<file path="src/rtl/mux_scan_pkg.sv">
// mux_scan_pkg
// Shared definitions for the mux channel scanner: channel count, select
// width and the scanner FSM state encoding.
package mux_scan_pkg;

    localparam int N_CH  = 4;
    localparam int SEL_W = 2;

    typedef enum logic [1:0] {
        IDLE,
        SCAN,
        FIN
    } scan_state_t;

endpackage

</file>
<file path="src/rtl/mux_scan_next_ch.sv">
// mux_scan_next_ch
// Combinational next-channel finder for the scanner.
// Ports:
//   mask      - enabled-channel mask (bit i = channel i enabled)
//   cur_sel   - channel currently selected
//   from_zero - search from channel 0 inclusive, ignoring cur_sel
//   next_sel  - lowest enabled channel above cur_sel (or >= 0 if from_zero)
//   found     - high when such a channel exists
module mux_scan_next_ch
    import mux_scan_pkg::*;
(
    input  logic [N_CH-1:0]  mask,
    input  logic [SEL_W-1:0] cur_sel,
    input  logic             from_zero,
    output logic [SEL_W-1:0] next_sel,
    output logic             found
);

    // Walk from the top channel downwards so the last hit, which is the
    // lowest qualifying channel, is the one that sticks.
    always_comb begin
        next_sel = '0;
        found    = 1'b0;
        for (int i = N_CH - 1; i >= 0; i--) begin
            if (mask[i] && (from_zero || (i > int'(cur_sel)))) begin
                next_sel = SEL_W'(i);
                found    = 1'b1;
            end
        end
    end

endmodule

</file>
<file path="src/rtl/mux_scan_ctrl.sv">
// mux_scan_ctrl
// Channel scanner driving a 4:1 mux select. Each enabled channel is held for
// DWELL cycles, then the mux output is captured into the matching bit of
// sample. One scan per accepted start; done pulses for one cycle at the end.
// Ports:
//   clk, rst - clock, asynchronous active-high reset
//   start    - scan request, only looked at in IDLE
//   ch_mask  - channels to scan, latched when start is accepted
//   mux_out  - mux output being sampled
//   sel      - mux select (0 whenever not scanning)
//   busy     - high from accept until done has been shown
//   done     - one-cycle completion pulse
//   sample   - captured bit per channel, zero for disabled channels
module mux_scan_ctrl
    import mux_scan_pkg::*;
#(
    parameter int DWELL = 4
) (
    input  logic             clk,
    input  logic             rst,
    input  logic             start,
    input  logic [N_CH-1:0]  ch_mask,
    input  logic             mux_out,
    output logic [SEL_W-1:0] sel,
    output logic             busy,
    output logic             done,
    output logic [N_CH-1:0]  sample
);

    // A DWELL of 1 still needs a one-bit counter that simply stays at zero.
    localparam int CNT_W = (DWELL > 1) ? $clog2(DWELL) : 1;
    localparam logic [CNT_W-1:0] CNT_LAST = CNT_W'(DWELL - 1);

    scan_state_t      state;
    logic [CNT_W-1:0] cnt;
    logic [N_CH-1:0]  mask_q;

    logic [N_CH-1:0]  find_mask;
    logic             find_from_zero;
    logic [SEL_W-1:0] find_sel;
    logic             find_found;

    // In IDLE the finder looks at the live mask from channel 0 to pick the
    // first channel; during the scan it looks above sel in the latched mask.
    always_comb begin
        find_from_zero = (state == IDLE);
        find_mask      = (state == IDLE) ? ch_mask : mask_q;
    end

    mux_scan_next_ch u_next_ch (
        .mask      (find_mask),
        .cur_sel   (sel),
        .from_zero (find_from_zero),
        .next_sel  (find_sel),
        .found     (find_found)
    );

    // Scanner FSM with the dwell counter, mask latch and sample register.
    // An empty mask skips straight to FIN so the handshake still completes.
    // The last capture moves to FIN and parks sel at 0 in the same edge.
    always_ff @(posedge clk or posedge rst) begin
        if (rst) begin
            state  <= IDLE;
            sel    <= '0;
            busy   <= 1'b0;
            done   <= 1'b0;
            sample <= '0;
            cnt    <= '0;
            mask_q <= '0;
        end else begin
            case (state)
                IDLE: begin
                    done <= 1'b0;
                    if (start) begin
                        sample <= '0;
                        cnt    <= '0;
                        busy   <= 1'b1;
                        mask_q <= ch_mask;
                        if (ch_mask != '0) begin
                            sel   <= find_sel;
                            state <= SCAN;
                        end else begin
                            done  <= 1'b1;
                            state <= FIN;
                        end
                    end
                end
                SCAN: begin
                    if (cnt == CNT_LAST) begin
                        sample[sel] <= mux_out;
                        cnt         <= '0;
                        if (find_found) begin
                            sel <= find_sel;
                        end else begin
                            sel   <= '0;
                            done  <= 1'b1;
                            state <= FIN;
                        end
                    end else begin
                        cnt <= cnt + 1'b1;
                    end
                end
                FIN: begin
                    done  <= 1'b0;
                    busy  <= 1'b0;
                    state <= IDLE;
                end
                default: begin
                    state <= IDLE;
                end
            endcase
        end
    end

endmodule

</file>
<file path="config.mk">
export PLATFORM = sky130hd
export DESIGN_NAME = mux_scan_ctrl
export DESIGN_NICKNAME = d
export VERILOG_FILES = /design/src/rtl/mux_scan_pkg.sv /design/src/rtl/mux_scan_next_ch.sv /design/src/rtl/mux_scan_ctrl.sv
export SDC_FILE = /design/constraint.sdc
export NUM_CORES = 1
export LEC_CHECK = 0
export BUFFER_PORTS_ARGS = -buffer_cell sky130_fd_sc_hd__buf_2
export CAP_MARGIN = 20
export CORE_MARGIN = 4
export CORE_UTILIZATION = 28
export CTS_CLUSTER_DIAMETER = 80
export DETAILED_ROUTE_END_ITERATION = 10
export HOLD_SLACK_MARGIN = 0.08
export PLACE_DENSITY = 0.5
export SYNTH_ARGS = -nofsm -noshare
export SYNTH_HDL_FRONTEND = slang
export SYNTH_SLANG_ARGS = --single-unit
</file>
<file path="constraint.sdc">
create_clock -name clk -period 2.1 [get_ports clk]
set_clock_uncertainty 0.15 [all_clocks]
set_input_delay 0.315 -clock clk [delete_from_list [all_inputs] [get_ports clk]]
set_output_delay 0.315 -clock clk [all_outputs]
set_load 0.01 [all_outputs]
</file>
== Yosys cells after proc, flatten, opt, wreduce, memory -nomap -nowiden ==
Cells that the tools add are included.

* Latch bits: 0
* Memories: 0
* Bits in read-only memories: 0
* Register bits: 16
* Bits in writable memories: 0

* Shifts and indexed selects: 0
* Order comparisons: 5
* Bitwise operators: 0
* Multiplexer cells: 35
* Multiply operators: 0
* $add $sub $neg: 1
* Divide/modulo/power cells: 0
* Equal/unequal tests: 7
* Reductions and logical operators: 20

{| class="wikitable"
|+ Operators by type and width
! cell !! count
|-
| two-way mux 2 bit || 14
|-
| two-way mux 4 bit || 3
|-
| one-hot mux 2 bit (2 select lines) || 3
|-
| two-way mux 1 bit || 10
|-
| AND reduction 3 bit || 3
|-
| != test 2 bit, second input constant || 4
|-
| one-hot mux 4 bit (2 select lines) || 1
|-
| AND reduction 2 bit || 3
|-
| logical AND 1 bit || 5
|-
| bitwise mux 4 bit || 1
|-
| == test 2 bit, second input constant || 2
|-
| greater-than comparator 2 bit, first input constant || 2
|-
| AND reduction 4 bit || 1
|-
| nonzero test 2 bit || 2
|-
| nonzero test 4 bit || 1
|-
| logical OR 1 bit || 3
|-
| < comparator 2 x 3 -> 1 bit, second input constant || 1
|-
| one-hot mux 1 bit (3 select lines) || 1
|-
| nonzero test 3 bit || 1
|-
| adder 2 x 1 -> 2 bit, second input constant || 1
|-
| demux 1 bit (select 2 bit) || 1
|-
| == test 2 x 1 -> 1 bit, second input constant || 1
|-
| greater-or-equal comparator 2 x 1 -> 1 bit, second input constant || 1
|-
| greater-than comparator 1 x 2 -> 1 bit, first input constant || 1
|-
| other kinds (2) || 2
|}

== Longest topological paths before layout ==
* Word-level depth: 10
* Gate-level depth with buffers: 7
* Gate-level depth less buffers: 6

== Cells and area by module ==
A second synthesis with hierarchy kept.

* Cell total of the unflattened synthesis: 106
* Area, all modules: 1056.0 um^2

{| class="wikitable"
|+ Modules (own cells, without submodules)
! module !! cells each !! area each (um^2) !! times used
|-
| mux_scan_ctrl || 90 || 962.2 || 1
|-
| mux_scan_next_ch || 16 || 93.8 || 1
|}

== Worst setup path after synthesis ==
Ideal clock, no wire load.

* Path type: register -> register
* Start point: register state[0]
* End point: register done
* Data arrival time: 1.795 ns
* Period minus slack after synthesis: 2.069 ns
* Slack: 0.031 ns
* Required time: 1.826 ns
* Library setup time: 0.124 ns
* Stages on the path, launching flop included: 8
* Buffers on the path: 1
* Path through: dfrtp_1 > inv_1 > ha_1 > buf_6 > mux2_4 > a221oi_4 > a31oi_1 > o31a_1

* Longest elaborated chain between the ends: 9
* Elaborated cells between the ends (all ways): 20
* Those cells by class: eq/ne (4); mux (6); reduce/logical (10)

{| class="wikitable"
|+ RTL lines
! item !! RTL line !! source
|-
| from (decl) || mux_scan_ctrl.sv:34 || <nowiki>scan_state_t state;</nowiki>
|-
| from (signal assigned) || mux_scan_ctrl.sv:63 || <nowiki>state <= IDLE;</nowiki>
|-
| from (signal assigned) || mux_scan_ctrl.sv:81 || <nowiki>state <= SCAN;</nowiki>
|-
| from (signal assigned) || mux_scan_ctrl.sv:84 || <nowiki>state <= FIN;</nowiki>
|-
| zero test 2 bit || mux_scan_ctrl.sv:46, mux_scan_ctrl.sv:47, mux_scan_ctrl.sv:71 ||
|-
| two-way mux 4 bit / logical OR 1 bit (equally long branches) || mux_scan_ctrl.sv:47, mux_scan_next_ch.sv:25 ||
|-
| logical AND 1 bit || mux_scan_next_ch.sv:25 || <nowiki>if (mask[i] && (from_zero || (i > int'(cur_sel)))) begin</nowiki>
|-
| two-way mux 1 bit (4 in series) || mux_scan_next_ch.sv:25 ||
|-
| != test 2 bit (no line) || n/a ||
|-
| AND reduction 3 bit (no line) || n/a ||
|-
| to (signal assigned) || mux_scan_ctrl.sv:66 || <nowiki>done <= 1'b0;</nowiki>
|-
| to (signal assigned) || mux_scan_ctrl.sv:73 || <nowiki>done <= 1'b0;</nowiki>
|-
| to (signal assigned) || mux_scan_ctrl.sv:83 || <nowiki>done <= 1'b1;</nowiki>
|-
| to (decl) || mux_scan_ctrl.sv:26 || <nowiki>output logic done,</nowiki>
|}

Parallel ways exist; a longest one is shown, timed or not.
A chain may end at the register's enable or synchronous reset.

== Worst setup path in the final report ==
Ends and elaborated chain as after synthesis.

==> flow_metrics.py <==
metrics = {
    "finish": {
        "fin_util": 0.368,
        "fillers": 358,
        "fin_area_um2": 1350,
        "fin_nets": 150,
        "area_delta_synth_final_pct": 27.9,
        "diodes": 0,
        "drive_gt1_frac": 0.363,
    },
    "synthesis": {
        "ys_seq_elements": 16,
        "synth.largest_area_cell": "dfrtp_1",
        "synth_area_leaders": "dfrtp_1, mux2_2, ha_1, inv_1, nand2_1",
        "yosysSeqAreaShare": 0.380,
        "synth_top_area_frac": 0.380,
        "syn-num-nets": 119,
        "synth_ff_type": "dfrtp_1",
        "ys_warn_count": 0,
        "synthArstFlopShare": 1.00,
        "synth.distinct_cells": 37,
        "synth_cells": 105,
        "synth_area_um2": 1050,
        "synth.avg_cell_area_um2": 10.0,
        "synth-edff-count": 0,
        "ys_top_cells_by_count": "dfrtp_1, inv_1, nand2_1",
        "synth_most_common_cell": "dfrtp_1",
    },
    "detailed_routing": {
        "via_per_inst": 5.07,
        "wire_per_inst_um": 13.7,
        "first_pass_iters": 4,
        "drt_iter0_markers": 47,
        "routed_wirelength_mm": 2.51,
        "vias": 927,
        "drc": 0,
        "antenna_left": 0,
    },
    "timing": {
        "finalMaxSlewViolations": 0,
        "hold_ws_ns": 0.193,
        "max_freq_ghz": 0.494,
        "min_period_over_period": 0.963,
        "fin_crit_ns": 2.02,
        "setup_slack_ns": 0.0777,
        "relSlewSlack": 0.585,
        "hold_viol": 0,
        "worstMarginPinSlew_ns": 0.622,
        "setup_violations": 0,
    },
    "setup_path": {
        "cp_max_fo": 4,
        "crit_arrival_ns": 2.01,
        "critPathKind": "flop to flop",
        "start_kind": "flop",
        "cp.required_ns": 2.09,
        "cp-end-kind": "flop",
    },
    "floorplanning": {
        "dieArea_um2": 4810,
        "initial_core_util": 0.288,
        "die_w_um": 69.3,
        "core_um2": 3660,
        "die_h_um": 69.3,
        "rows": 22,
        "io_pins": 16,
    },
    "placement": {
        "place_hpwl_mm": 1.92,
        "port_buffers": 15,
        "place_ws_ns": -0.00422,
        "dpl_cell_area_um2": 1250,
        "gp_congestion": 0.916,
    },
    "clock_tree": {
        "clkSlewWorstSetupHoldPaths_ns": 0.07,
        "cts_buffer_depth": 2,
        "cts.sinks": 16,
        "cts_tree": "done",
        "clock-root-buffer": "clkbuf_8",
        "insertion_delay_ns": 0.25,
        "h-tree-depth": 1,
        "cts_buffers": 3,
    },
    "global_route": {
        "grtUsageTotal": 0.108,
        "grt_pass1_vias": 921,
        "use_met1": 0.139,
        "antenna_found_initial": 0,
        "busiest_layer": "met2",
        "met3_usage": 0.0435,
        "grt_pass1_wl_mm": 4.22,
        "overflow": 0,
        "met2_usage": 0.158,
        "grt_max_degree": 17,
    },
    "worst_hold_path": {
        "hp-class": "input port to flop",
    },
    "status": {
        "status": "complete, no violations",
    },
    "power_and_ir_drop": {
        "power_density_nw_per_um2": 1480,
        "power.leakage_nw": 0.633,
        "ir_drop_mv": 0.589,
    },
    "flow_run": {
        "cap_viol_max_count": 0,
    },
}
-- cell usage in the layout (no fill, tap or decap), drive strengths merged, types with 2 or more instances in the layout --
| cell | Yosys | final |
|---|---|---|
| buf | 4 | 29 |
| dfrtp | 16 | 16 |
| inv | 11 | 11 |
| nand2 | 10 | 10 |
| mux2 | 9 | 9 |
| o21ai | 7 | 7 |
| ha | 6 | 6 |
| a21oi | 5 | 5 |
| clkbuf | 0 | 4 |
| nand2b | 3 | 3 |
| nand3 | 3 | 3 |
| o31ai | 3 | 3 |
| a22o | 3 | 3 |
| o22ai | 2 | 2 |
| nor2 | 2 | 2 |
| a221oi | 2 | 2 |
| a22oi | 2 | 2 |
-- per-layer routing --
| layer | vias up | routed length, µm | part of all wire |
|---|---|---|---|
| met1 | 436 | 1240 | 0.50 |
| li1 | 450 | - | - |
| met3 | 8 | 151 | 0.060 |
| met4 | 0 | 51 | 0.020 |
| met2 | 33 | 1060 | 0.42 |
| met5 | - | 0 | 0 |
-- registers in the layout, indices dropped and copies added (netlist names) --
signal and count:
cnt 2, sel 2, sample 4, busy 1
done 1, mask_q 4, state 2
-- worst paths after layout --
| path | start | endpoint | slack [ns] | cells past startpoint |
|---|---|---|---|---|
| worst max-delay path | state[0]$_DFFE_PP0P_ | done$_DFFE_PP0P_ | 0.08 | 7 |
| worst min-delay path | ch_mask[2] | mask_q[2]$_DFFE_PP0P_ | 0.19 | 2 |
| worst max register to register | state[0]$_DFFE_PP0P_ | done$_DFFE_PP0P_ | 0.08 | 7 |
| worst min register to register | busy$_DFFE_PP0P_ | busy$_DFFE_PP0P_ | 0.34 | 2 |
| max in group asynchronous | rst | mask_q[1]$_DFFE_PP0P_ | 0.87 | 3 |
| min in group asynchronous | rst | busy$_DFFE_PP0P_ | 0.53 | 3 |
-- what timing repair did --
action	CTS	global route
pin swaps	0	2
buffers inserted	0	2
endpoints found under the hold margin	16	0
gates resized for setup	1	3
hold buffers	1	0
setup endpoints to repair	1	2
-- stage by stage --
step	cells	total power, mW	setup TNS [ns]
2_1_floorplan	105	1.32	0
3_3_place_gp	176	1.64	0
3_5_place_dp	176	1.67	-0.00422
4_1_cts	181	1.96	0
5_1_grt	183	2.15	-0.00582
6_report	183	1.99	0
-- area by class of cell --
class,count,area [µm²],area share
Sequential cell,16,400,0.297
Timing Repair Buffer,30,190,0.141
Tap cell,48,60.1,0.0446
Inverter,11,41.3,0.0306
Multi-Input combinational cell,74,601,0.446
Clock buffer,4,55.1,0.0409
-- report_power, final --
part	internal, mW	switching, mW	leakage, nW
logic	0.564	0.601	0.401
clock network	0.166	0.109	0.0288
registers	0.440	0.107	0.204
total	1.17	0.817	0.633
-- kinds of logic after synthesis --
kind of cell,Yosys count,synth area share
compound gates,34,0.260
buf+inv,15,0.0641
mux,10,0.113
simple gates,24,0.112
flops,16,0.380
fa+ha+maj,6,0.0713
-- worst max-delay path, cell delays in order (launching register included) --
cell and delay (ns):
dfrtp_1 0.36, inv_2 0.06, buf_4 0.14, ha_2 0.20, nand3b_1 0.24, a221oi_4 0.40, a31oi_1 0.12, o31a_1 0.25
No activity file was read; power rests on OpenSTA's default activity.
